$ cat src/rtl/bcd_pkg.sv
// Shared BCD definitions: digit width/limit, sequencer state encoding, digit check.
// No logic state; used by the serial subtractor and its digit slice.
// Not applicable (package only).
package bcd_pkg;

    localparam int         BCD_W   = 4;
    localparam logic [3:0] BCD_MAX = 4'd9;

    typedef enum logic [1:0] {
        S_IDLE = 2'd0,
        S_SUB  = 2'd1,
        S_NEG  = 2'd2,
        S_FIN  = 2'd3
    } state_t;

    function automatic logic bcd_digit_valid(input logic [BCD_W-1:0] d);
        return d <= BCD_MAX;
    endfunction

endpackage

$ cat src/rtl/bcd_digit_sub.sv
// Single BCD digit subtract with borrow: diff = a - b - bin, folded back into 0..9.
// Latency: purely combinational.
// Backpressure: none; caller sequences the digits.
module bcd_digit_sub
    import bcd_pkg::*;
(
    input  logic [BCD_W-1:0] a_i,
    input  logic [BCD_W-1:0] b_i,
    input  logic             bin_i,
    output logic [BCD_W-1:0] diff_o,
    output logic             bout_o
);

    logic [BCD_W:0] raw;

    // Negative 5-bit result: low nibble + 10 (mod 16) lands back in 0..9.
    always_comb begin
        raw    = {1'b0, a_i} - {1'b0, b_i} - {{BCD_W{1'b0}}, bin_i};
        bout_o = raw[BCD_W];
        diff_o = bout_o ? (raw[BCD_W-1:0] + BCD_W'(10)) : raw[BCD_W-1:0];
    end

endmodule

$ cat src/rtl/bcd_serial_subtractor.sv
// Serial multi-digit BCD subtractor A - B - B_IN, LSD first, optional sign-magnitude pass.
// Latency: DIGITS+1 edges (2*DIGITS+1 with negate pass, 1 on invalid digit) incl. accept edge.
// Backpressure: START is only sampled in IDLE; requests while BUSY are dropped.
module bcd_serial_subtractor
    import bcd_pkg::*;
#(
    parameter int DIGITS   = 4,
    parameter bit SIGN_MAG = 1'b1
) (
    input  logic                    CLK,
    input  logic                    RST_N,
    input  logic                    START,
    input  logic [BCD_W*DIGITS-1:0] A,
    input  logic [BCD_W*DIGITS-1:0] B,
    input  logic                    B_IN,
    output logic                    BUSY,
    output logic                    DONE,
    output logic [BCD_W*DIGITS-1:0] DIFF,
    output logic                    NEG,
    output logic                    ERR
);

    localparam int            CW   = (DIGITS > 1) ? $clog2(DIGITS) : 1;
    localparam logic [CW-1:0] LAST = CW'(DIGITS - 1);

    typedef logic [DIGITS-1:0][BCD_W-1:0] digits_t;

    state_t        state_q, state_d;
    logic [CW-1:0] cnt_q, cnt_d;
    digits_t       a_q, a_d;
    digits_t       b_q, b_d;
    digits_t       r_q, r_d;
    digits_t       diff_q, diff_d;
    logic          borrow_q, borrow_d;
    logic          neg_q, neg_d;
    logic          err_q, err_d;

    logic             ops_valid;
    logic             last_digit;
    logic [BCD_W-1:0] op_a, op_b, dig_diff;
    logic             dig_bout;
    digits_t          r_wr;

    always_comb begin
        ops_valid = 1'b1;
        for (int i = 0; i < DIGITS; i++) begin
            if (!bcd_digit_valid(A[i*BCD_W +: BCD_W]) || !bcd_digit_valid(B[i*BCD_W +: BCD_W]))
                ops_valid = 1'b0;
        end
    end

    assign last_digit = (cnt_q == LAST);

    // The negate pass reuses the same slice as 0 - R_i - borrow.
    always_comb begin
        op_a = a_q[cnt_q];
        op_b = b_q[cnt_q];
        if (state_q == S_NEG) begin
            op_a = '0;
            op_b = r_q[cnt_q];
        end
    end

    bcd_digit_sub u_digit (
        .a_i    (op_a),
        .b_i    (op_b),
        .bin_i  (borrow_q),
        .diff_o (dig_diff),
        .bout_o (dig_bout)
    );

    always_comb begin
        r_wr        = r_q;
        r_wr[cnt_q] = dig_diff;
    end

    // State register
    always_ff @(posedge CLK or negedge RST_N) begin
        if (!RST_N) state_q <= S_IDLE;
        else        state_q <= state_d;
    end

    // Next-state logic
    always_comb begin
        state_d = state_q;
        unique case (state_q)
            S_IDLE: if (START) state_d = ops_valid ? S_SUB : S_FIN;
            S_SUB:  if (last_digit) state_d = (dig_bout && SIGN_MAG) ? S_NEG : S_FIN;
            S_NEG:  if (last_digit) state_d = S_FIN;
            S_FIN:  state_d = S_IDLE;
            default: state_d = S_IDLE;
        endcase
    end

    // Output logic
    always_comb begin
        BUSY = (state_q != S_IDLE);
        DONE = (state_q == S_FIN);
    end

    always_comb begin
        cnt_d    = cnt_q;
        a_d      = a_q;
        b_d      = b_q;
        r_d      = r_q;
        diff_d   = diff_q;
        borrow_d = borrow_q;
        neg_d    = neg_q;
        err_d    = err_q;
        unique case (state_q)
            S_IDLE: begin
                if (START) begin
                    if (ops_valid) begin
                        a_d      = A;
                        b_d      = B;
                        borrow_d = B_IN;
                        cnt_d    = '0;
                        r_d      = '0;
                    end else begin
                        diff_d = '0;
                        neg_d  = 1'b0;
                        err_d  = 1'b1;
                    end
                end
            end
            S_SUB: begin
                r_d      = r_wr;
                borrow_d = dig_bout;
                cnt_d    = last_digit ? '0 : cnt_q + CW'(1);
                if (last_digit) begin
                    if (dig_bout && SIGN_MAG) begin
                        borrow_d = 1'b0;
                    end else begin
                        diff_d = r_wr;
                        neg_d  = dig_bout;
                        err_d  = 1'b0;
                    end
                end
            end
            S_NEG: begin
                r_d      = r_wr;
                borrow_d = dig_bout;
                cnt_d    = last_digit ? '0 : cnt_q + CW'(1);
                if (last_digit) begin
                    // Only -10^DIGITS negates to all zeros; never flag a zero magnitude.
                    diff_d = r_wr;
                    neg_d  = (r_wr != '0);
                    err_d  = 1'b0;
                end
            end
            default: ;
        endcase
    end

    always_ff @(posedge CLK or negedge RST_N) begin
        if (!RST_N) begin
            cnt_q    <= '0;
            a_q      <= '0;
            b_q      <= '0;
            r_q      <= '0;
            diff_q   <= '0;
            borrow_q <= 1'b0;
            neg_q    <= 1'b0;
            err_q    <= 1'b0;
        end else begin
            cnt_q    <= cnt_d;
            a_q      <= a_d;
            b_q      <= b_d;
            r_q      <= r_d;
            diff_q   <= diff_d;
            borrow_q <= borrow_d;
            neg_q    <= neg_d;
            err_q    <= err_d;
        end
    end

    assign DIFF = diff_q;
    assign NEG  = neg_q;
    assign ERR  = err_q;

endmodule

$ cat config.mk
export PLATFORM = sky130hd
export DESIGN_NAME = bcd_serial_subtractor
export DESIGN_NICKNAME = d
export VERILOG_FILES = /design/src/rtl/bcd_pkg.sv /design/src/rtl/bcd_digit_sub.sv /design/src/rtl/bcd_serial_subtractor.sv
export SDC_FILE = /design/constraint.sdc
export NUM_CORES = 1
export LEC_CHECK = 0
export ABC_AREA = 1
export BUFFER_PORTS_ARGS = -buffer_cell sky130_fd_sc_hd__buf_4
export CAP_MARGIN = 20
export CORE_MARGIN = 5
export CORE_UTILIZATION = 57
export DETAILED_ROUTE_END_ITERATION = 12
export PLACE_DENSITY = 0.9
export SLEW_MARGIN = 5
export SYNTH_ARGS = -nofsm -noshare
export SYNTH_HDL_FRONTEND = slang
export SYNTH_SLANG_ARGS = --single-unit
$ cat constraint.sdc
create_clock -name CLK -period 4.8 [get_ports CLK]
set_input_delay 0.48 -clock CLK [delete_from_list [all_inputs] [get_ports CLK]]
set_output_delay 0.48 -clock CLK [all_outputs]
set_load 0.03 [all_outputs]
==> results.sh, run 1 <==
export IMPL_outcome="complete, no violations"
export IMPL_grt_pass1_vias=3420
export IMPL_crit_required_ps=5090
export IMPL_cts_htree_levels=3
export IMPL_syn_avg_cell_area_um2=7.76
export IMPL_rsz0062_at_grt="no"
export IMPL_design_core_area_mm2=0.00672
export IMPL_slew_limit_headroom_pct=41.6
export IMPL_worstSetupPathType="flip-flop to flip-flop"
export IMPL_slowest_stage="dfrtp_1"
export IMPL_period_share_pct=81.5
export IMPL_fin_ws_ps=889
export IMPL_cts_tree="done"
export IMPL_maxSlewViolCount=0
export IMPL_viasPerCell=5.62
export IMPL_synth_edf_count=0
export IMPL_tns_ps=0
export IMPL_whs_ps=233
export IMPL_dr_pass1_iters=5
export IMPL_finClkSkew_ps=11.3
export IMPL_clock_latency_ps=360
export IMPL_drt_iter0_markers=405
export IMPL_synth_ff_type="dfrtp_1"
export IMPL_clock_path_buffers=2
export IMPL_drv_cap=0
export IMPL_die_w_um=92.5
export IMPL_port_buffers=55
export IMPL_crit_path_cell_trace="inv_1 -> a21oi_1 -> o21ai_0 -> nand2_1 -> nor2_1 -> a31oi_1 -> fa_1 -> inv_1 -> fa_1 -> inv_1 -> nand2_1 -> nand2_1 -> nand2_1 -> nand2_1 -> nand2_1 -> nand2_1 -> nand4_4 -> nor2_4 -> a22o_1"
export IMPL_grt_overflow=0
export IMPL_drtAntennaViolNets=0
export IMPL_die_y_um=92.5
export IMPL_syn_num_nets=552
export IMPL_hpwlAfterDp_um=6990
export IMPL_drc_errors=0
export IMPL_slowest_delay_ps=630
export IMPL_dp_cells=617
export IMPL_final_cells=633
export IMPL_row_count=30
export IMPL_setup_viol=0
export IMPL_mostFrequentLayoutCells="nand2_1 (167), dfrtp_1 (71), o21ai_0 (62)"
export IMPL_grt_max_degree=72
export IMPL_cts_inserted_buffers=9
export IMPL_critical_path_most_common_cell="nand2_1"
export IMPL_min_path_type="primary input to async pin"
export IMPL_io_pins=56
export IMPL_vias=3560
export IMPL_area_growth_syn_to_layout_pct=17.2
export IMPL_cts_sinks=71
export IMPL_startpoint_type="flip-flop"
export IMPL_crit_fanout=23
export IMPL_wl_um=9740
export IMPL_antenna_cells=0
export IMPL_cp_end_kind="flip-flop"
export IMPL_synth_seq_cells=71
export IMPL_grt_pass1_wl_um=16300
export IMPL_path_buf_inv=3
export IMPL_path_delay_family="simple AND/OR/NAND/NOR gates"
export IMPL_cts_root_buf="clkbuf_8"
export IMPL_netlist_area_mm2=0.00388
export IMPL_start_util_pct=57.7
export IMPL_netlist_instances=500
export IMPL_layout_min_cycle_time_ps=3910
export IMPL_hold_viol_final=0
export IMPL_track_usage_pct=24.1
export IMPL_cts_setup_buffers=0
export IMPL_die_area_mm2=0.00855
export IMPL_pre_cts_ws_ps=996
export IMPL_drive_gt1_share_pct=15.4
export IMPL_hold_buffers=0
export IMPL_num_nets_final=600
export IMPL_crit_arrival_ps=4210
export IMPL_tightest_slew_ps=876
export IMPL_gp_congestion=1.00
export IMPL_wl_per_cell_um=15.4
export IMPL_fmax_ghz=0.256
export IMPL_layout_commonest_cell="nand2_1"
export IMPL_synth_seq_area_share_pct=45.8
export IMPL_clk_pin_slew_ps=80
export IMPL_cts_resized_gates=0
export IMPL_synth_cell_types=28
export IMPL_antenna_found_initial=0
export IMPL_yosys_warnings=0
export IMPL_ys_async_sr_fraction_pct=100
[state kept, by name (all words and copies together), names as in the netlist]
| name | cells |
|---|---|
| borrow_q | 1 |
| r_q | 16 |
| ERR | 1 |
| NEG | 1 |
| state_q | 2 |
| cnt_q | 2 |
| DIFF | 16 |
| a_q | 16 |
| b_q | 16 |
[Yosys cell counts (2+ instances only)]
cell type  instances  area, um2
a21oi_1           23        115
o21ai_1            6       30.0
nor2_2             2       12.5
nor2_4             2       22.5
fa_1               2       40.0
nor2_1            22       82.6
clkbuf_1           8       30.0
dfrtp_1           71       1780
nand2_1          167        627
a31oi_1            4       25.0
nand3_1           26        130
ha_1              14        175
buf_4              2       15.0
inv_1             54        203
buf_1              3       11.3
a22o_1            11       96.3
o31ai_2            2       25.0
inv_2              3       11.3
nand4_1            3       18.8
o21ai_0           62        310
buf_2              6       30.0
[layer usage]
layer / track usage, % / up-vias / share of wire, %
met1: 33.3 / 1670 / 43
met5: 0 / - / 0
met2: 38.4 / 150 / 48
met4: 8.04 / 0 / 2.0
li1: - / 1710 / -
met3: 4.47 / 30 / 6.6
[cell families after synthesis]
group	after synthesis	synth area share, %
adders and majority gates	16	5.55
DFF	71	45.8
AOI/OAI and AO/OA	111	16.5
and+or+nand+nor	225	24.1
buffers and inverters	77	8.03
[final timing paths]
check | startpoint | endpoint | slack, ps | depth (start not counted)
setup / recovery | cnt_q[1]$_DFFE_PN0P_ | DIFF[7]$_DFFE_PN0P_ | 890 | 19
hold / removal | RST_N | a_q[12]$_DFFE_PN0P_ | 230 | 1
setup reg to reg | cnt_q[1]$_DFFE_PN0P_ | DIFF[7]$_DFFE_PN0P_ | 890 | 19
hold reg to reg | DIFF[13]$_DFFE_PN0P_ | DIFF[13]$_DFFE_PN0P_ | 480 | 2
max in group asynchronous | RST_N | DIFF[12]$_DFFE_PN0P_ | 3990 | 1
min in group CLK | A[12] | a_q[12]$_DFFE_PN0P_ | 320 | 3
[per-stage QoR]
stage / area (um2) / utilization [%]
4_1_cts: 4550 / 67.7
3_3_place_gp: 4310 / 64.1
3_5_place_dp: 4310 / 64.1
6_report: 4550 / 67.7
5_1_grt: 4550 / 67.7
2_1_floorplan: 3880 / -
[area by class of cell]
cell class / instances / area [um2]
clock buffers: 10 / 128
clock inverters: 6 / 109
fillers: 527 / 2170
inverters: 57 / 214
multi-input cells: 352 / 1790
flip-flops and latches: 71 / 1780
well taps: 80 / 100
repair buffers: 57 / 428
[worst register-to-register path: stages, from the launching register on]
cell and delay, ps:
dfrtp_1 630, inv_1 340, a21oi_1 200, o21ai_0 110, nand2_1 80, nor2_1 40, a31oi_1 230, fa_1 220
inv_1 70, fa_1 410, inv_1 70, nand2_1 60, nand2_1 100, nand2_1 90, nand2_1 130, nand2_1 120
nand2_1 120, nand4_4 320, nor2_4 340, a22o_1 180
Power of run 1 is not shown: default switching activity piles up to over one toggle a cycle in this logic, so the estimate is an artifact.
==> run 2, diff against run 1 <==
ABC_AREA = 0   (was 1)
CORE_UTILIZATION = 52   (was 57)
PLACE_DENSITY = 0.86   (was 0.9)
clock period = 3.3 ns   (was 4.8 ns; I/O delays follow)
==> run 2 against run 1 <==
  * The run now ends with negative setup slack left
  * Register-to-register slack worse by 1200 ps
  * Critical path depth is 6 lower
  * Sequential share of layout area fell by 5.7 points
  * Global-route usage fell by 2.2 points
  * First-iteration DRC count shrank 50%
  * Critical path type unchanged
  * Synthesized cell count is 29% lower
  * Critical endpoint is now DIFF[3]$_DFFE_PN0P_
==> results.sh, run 2 <==
export IMPL_whs_ps=94.5
export IMPL_hpwlAfterDp_um=7400
export IMPL_synth_top_area_share_pct=44.3
export IMPL_cts_tree="done"
export IMPL_ys_async_sr_fraction_pct=100
export IMPL_path_delay_family="adder cells"
export IMPL_slowest_stage="mux4_2"
export IMPL_drc_errors=0
export IMPL_synth_cell_types=54
export IMPL_port_buffers=55
export IMPL_critical_path_most_common_cell="fa_2"
export IMPL_cp_num_cells=13
export IMPL_seq_area_mm2=0.00178
export IMPL_clock_path_buffers=2
export IMPL_vias=3348
export IMPL_maxSlewViolCount=0
export IMPL_drv_cap=0
export IMPL_mostFrequentLayoutCells="buf_4 (100), dfrtp_1 (70), nand2_1 (37)"
export IMPL_slew_limit_headroom_pct=41.1
export IMPL_crit_required_ps=3550
export IMPL_crit_path_cell_trace="mux4_2 -> mux2_4 -> fa_2 -> inv_2 -> fa_2 -> ha_4 -> nor4bb_2 -> a21oi_1 -> o211ai_1 -> xor2_1 -> buf_4 -> a21oi_2 -> a22o_1"
export IMPL_area_growth_syn_to_layout_pct=32.8
export IMPL_syn_avg_cell_area_um2=11.3
export IMPL_netlist_area_mm2=0.00401
export IMPL_wl_um=10600
export IMPL_hold_buffers=0
export IMPL_cts_root_buf="clkbuf_8"
export IMPL_start_util_pct=52.7
export IMPL_drtAntennaViolNets=0
export IMPL_tns_ps=-5370
export IMPL_final_cells=556
export IMPL_slowest_delay_ps=510
export IMPL_synth_ff_type="dfrtp_1"
export IMPL_drt_iter0_markers=203
export IMPL_tightest_slew_ps=884
export IMPL_io_pins=56
export IMPL_cts_sinks=71
export IMPL_synth_seq_cells=71
export IMPL_gp_congestion=0.908
export IMPL_synth_edf_count=0
export IMPL_layout_commonest_cell="buf_4"
export IMPL_wl_per_cell_um=19.1
export IMPL_netlist_instances=354
export IMPL_hold_viol_final=0
export IMPL_path_buf_inv=2
export IMPL_grt_overflow=0
export IMPL_crit_arrival_ps=3880
export IMPL_synth_top_cell_by_area="dfrtp_1"
export IMPL_crit_fanout=5
export IMPL_synthTopCellsByArea="dfrtp_1 (44%), mux2_2 (9.8%), mux4_2 (6.2%), ha_1 (4.4%), nand2_1 (3.9%)"
export IMPL_cp_end_kind="flip-flop"
export IMPL_dp_cells=531
export IMPL_outcome="complete, but fails checks"
export IMPL_final_cell_area_mm2=0.00532
export IMPL_multi_input_area_mm2=0.00228
export IMPL_clock_latency_ps=360
export IMPL_setup_viol=30
export IMPL_startpoint_type="flip-flop"
export IMPL_rsz0062_at_grt="yes"
export IMPL_cts_inserted_buffers=9
export IMPL_layout_min_cycle_time_ps=3630
export IMPL_cts_htree_levels=3
export IMPL_grt_pass1_wl_um=16800
export IMPL_drive_gt1_share_pct=46.9
export IMPL_design_core_area_mm2=0.00761
export IMPL_synth_common_cells="dfrtp_1 (71), nand2_1 (42), mux2_2 (35)"
export IMPL_fillCellCount=543
export IMPL_die_w_um=97.8
export IMPL_antenna_cells=0
export IMPL_die_y_um=97.8
export IMPL_antenna_found_initial=0
export IMPL_worstSetupPathType="flip-flop to flip-flop"
export IMPL_dpl_cell_area_mm2=0.00477
export IMPL_yosysMostFrequentCell="dfrtp_1"
export IMPL_clk_pin_slew_ps=80
export IMPL_min_path_type="primary input to async pin"
export IMPL_dr_pass1_iters=5
export IMPL_yosys_warnings=0
export IMPL_grt_pass1_vias=3418
export IMPL_finClkSkew_ps=8.79
export IMPL_fmax_ghz=0.276
export IMPL_num_nets_final=501
export IMPL_die_area_mm2=0.00956
export IMPL_synth_seq_area_share_pct=44.3
export IMPL_viasPerCell=6.02
export IMPL_track_usage_pct=21.9
export IMPL_violations="negative setup slack"
export IMPL_syn_num_nets=406
export IMPL_row_count=32
export IMPL_period_share_pct=110
export IMPL_fin_ws_ps=-325
export IMPL_grt_max_degree=72
export IMPL_reg2reg_depth=13
==> run 2: stage by stage <==
stage	utilization (%)	setup WS [ps]
6_report	70.0	-325
5_1_grt	70.0	-420
4_1_cts	67.3	-319
3_5_place_dp	62.7	-355
3_3_place_gp	62.7	-236
2_1_floorplan	-	-392
==> run 2: layout make-up <==
class	count	area share, %
multi-input combinational	249	42.9
sequential	71	33.4
timing repair buffer	106	15.8
clock buffer	11	2.66
tap	102	2.40
clock inverter	5	1.97
inverter	12	0.846
==> run 2: kinds of logic (layout without fill, tap and decap cells) <==
| group | Yosys count | count (layout) | synth area share [%] |
|---|---|---|---|
| flip-flops | 71 | 71 | 44.3 |
| XOR/XNOR | 4 | 4 | 1.06 |
| buffers and inverters | 34 | 134 | 4.15 |
| multiplexers | 53 | 53 | 17.8 |
| adder cells (fa/ha/maj) | 16 | 16 | 5.37 |
| AND/OR/NAND/NOR | 94 | 94 | 12.2 |
| AO/OA/AOI/OAI | 82 | 82 | 15.1 |
==> run 2: worst reg2reg max path, stage by stage (launching register included) <==
cell and delay [ps]:
dfrtp_2 420, mux4_2 520, mux2_4 290, fa_2 340
inv_2 80, fa_2 460, ha_4 190, nor4bb_2 270
a21oi_1 70, o211ai_1 100, xor2_1 330, buf_4 210
a21oi_2 60, a22o_1 200
==> run 2: worst paths after layout <==
kind | slack, ps | to | start
setup / recovery | -330 | DIFF[3]$_DFFE_PN0P_ | cnt_q[0]$_DFFE_PN0P_
hold / removal | 90 | DIFF[1]$_DFFE_PN0P_ | RST_N
setup reg to reg | -330 | DIFF[3]$_DFFE_PN0P_ | cnt_q[0]$_DFFE_PN0P_
hold reg to reg | 480 | DIFF[6]$_DFFE_PN0P_ | DIFF[6]$_DFFE_PN0P_
max in group asynchronous | 2580 | cnt_q[0]$_DFFE_PN0P_ | RST_N
min in group CLK | 200 | b_q[4]$_DFFE_PN0P_ | B[4]
==> run 2: timing repair <==
| action | in CTS | in global routing |
|---|---|---|
| buffers inserted | 5 | 3 |
| gates resized for setup | 14 | 29 |
| setup endpoints to repair | 30 | 32 |
| pin swaps | 7 | 24 |
| gates cloned | 0 | 1 |
==> run 2: routing by layer <==
metal / track usage, % / vias to the layer above / share of wire [%]
met5: 0 / - / 0
met4: 11.1 / 0 / 3.4
met3: 4.86 / 36 / 8.2
met2: 36.8 / 177 / 50
met1: 26.7 / 1645 / 38
li1: - / 1490 / -
Power of run 2 is left out for the same reason.
==> run 3, diff against run 2 <==
CORE_MARGIN = not set   (was 5)
==> run 3 against run 2 <==
  * The run still ends with negative setup slack left
  * Sequential share of layout area grew 0.71 points
  * Hold slack lost 14 ps
  * Highest routed layer unchanged
  * Routed wire length grew 1.8%
  * Global-route usage grew 4.4 points
  * Clock skew is essentially flat
  * Cell count shrank 1.1%
  * Largest cell class unchanged
  * First-iteration DRC count grew 34%
==> results.sh, run 3 (synthesized netlist as in run 2, its figures left out) <==
export IMPL_grt_pass1_vias=3340
export IMPL_hpwlAfterDp_um=6970
export IMPL_slowest_delay_ps=510
export IMPL_rsz0062_at_grt="yes"
export IMPL_worstSetupPathType="flip-flop to flip-flop"
export IMPL_cts_inserted_buffers=9
export IMPL_cts_htree_levels=3
export IMPL_track_usage_pct=26.3
export IMPL_mostFrequentLayoutCells="buf_4 (99), dfrtp_1 (70), nand2_1 (41)"
export IMPL_crit_arrival_ps=3960
export IMPL_setup_viol=17
export IMPL_slew_limit_headroom_pct=41.0
export IMPL_period_share_pct=113
export IMPL_tns_ps=-4380
export IMPL_dr_pass1_iters=5
export IMPL_cts_sinks=71
export IMPL_clock_path_buffers=2
export IMPL_critPathLaunch="cnt_q[0]$_DFFE_PN0P_"
export IMPL_crit_required_ps=3530
export IMPL_crit_path_cell_trace="mux4_2 -> mux2_4 -> fa_2 -> inv_2 -> fa_2 -> ha_4 -> nor3b_4 -> a211oi_2 -> o221a_2 -> nor2_4 -> nor4bb_4 -> o211ai_2"
export IMPL_gp_congestion=0.877
export IMPL_area_growth_syn_to_layout_pct=30.0
export IMPL_grt_pass1_wl_um=16600
export IMPL_wl_um=10800
export IMPL_num_nets_final=498
export IMPL_viasPerCell=6.12
export IMPL_crit_fanout=4
export IMPL_multi_input_area_mm2=0.00228
export IMPL_outcome="complete, but fails checks"
export IMPL_die_area_mm2=0.00806
export IMPL_fillCellCount=508
export IMPL_seq_area_mm2=0.00178
export IMPL_drt_iter0_markers=272
export IMPL_hold_viol_final=0
export IMPL_grt_overflow=0
export IMPL_clock_latency_ps=360
export IMPL_reg2reg_slack_ps=-430
export IMPL_die_y_um=89.8
export IMPL_layout_min_cycle_time_ps=3730
export IMPL_wl_per_cell_um=19.7
export IMPL_clk_pin_slew_ps=80
export IMPL_dpl_cell_area_mm2=0.00476
export IMPL_slowest_stage="mux4_2"
export IMPL_cts_root_buf="clkbuf_8"
export IMPL_r2r_start="cnt_q[0]$_DFFE_PN0P_"
export IMPL_final_cell_area_mm2=0.00521
export IMPL_pre_cts_ws_ps=-464
export IMPL_cp_end_kind="flip-flop"
export IMPL_drive_gt1_share_pct=45.9
export IMPL_design_core_area_mm2=0.00737
export IMPL_io_pins=56
export IMPL_cts_tree="done"
export IMPL_die_w_um=89.8
export IMPL_antenna_found_initial=0
export IMPL_fmax_ghz=0.268
export IMPL_start_util_pct=54.4
export IMPL_drtAntennaViolNets=0
export IMPL_drv_cap=0
export IMPL_finClkSkew_ps=8.43
export IMPL_vias=3365
export IMPL_antenna_cells=0
export IMPL_port_buffers=55
export IMPL_maxSlewViolCount=0
export IMPL_layout_commonest_cell="buf_4"
export IMPL_min_path_type="primary input to async pin"
export IMPL_startpoint_type="flip-flop"
export IMPL_grt_max_degree=72
export IMPL_critical_path_most_common_cell="fa_2"
export IMPL_row_count=31
export IMPL_violations="negative setup slack"
export IMPL_drc_errors=0
export IMPL_tightest_slew_ps=885
export IMPL_fin_ws_ps=-427
[run 3: worst paths after layout]
check                                       endpoint  cells after the start
worst max-delay path                 NEG$_DFFE_PN0P_                     12
worst min-delay path             DIFF[5]$_DFFE_PN0P_                      1
max in group asynchronous       cnt_q[0]$_DFFE_PN0P_                      1
worst min register to register   DIFF[6]$_DFFE_PN0P_                      2
worst max register to register       NEG$_DFFE_PN0P_                     12
min in group CLK                  b_q[4]$_DFFE_PN0P_                      2
[run 3: repair_timing]
| action | 4_1_cts | 5_1_grt |
|---|---|---|
| endpoints found under the hold margin | 0 | 0 |
| setup buffers | 3 | 5 |
| endpoints found under the setup margin | 30 | 30 |
| hold buffers | 0 | 0 |
| resized for setup | 21 | 20 |
| pin swaps | 9 | 18 |
[run 3: worst max-delay path: cells and delay by family (launching register included)]
family / cells / cell delay, ps
fa+ha+maj: 3 / 1040
mux: 2 / 800
compound gates: 3 / 660
simple gates: 3 / 580
flops: 1 / 420
buf+inv: 1 / 90
[run 3: stage by stage]
stage | util [%] | instances | hold WS (ps)
6_report | 70.7 | 550 | 80.8
5_1_grt | 70.7 | 550 | 162
4_1_cts | 68.9 | 546 | 113
3_5_place_dp | 64.6 | 527 | 469
3_3_place_gp | 64.6 | 527 | 452
2_1_floorplan | - | 354 | 34.4
[run 3: cell type report]
| class | instances | area share (%) |
|---|---|---|
| clock buffer | 12 | 2.79 |
| multi-input combinational | 249 | 43.8 |
| clock inverter | 4 | 0.864 |
| timing repair buffer | 103 | 15.2 |
| inverter | 12 | 0.864 |
| tap | 99 | 2.38 |
| sequential | 71 | 34.1 |
[run 3: layer usage]
layer  routed length (um)  GRT usage (%)  up-vias
met5                    0              0        -
met4                  407           13.8        0
met3                  781           6.01       45
met2                 5400           44.1      171
met1                 4240           31.7     1652
li1                     -              -     1497
Power of run 3 is left out for the same reason.
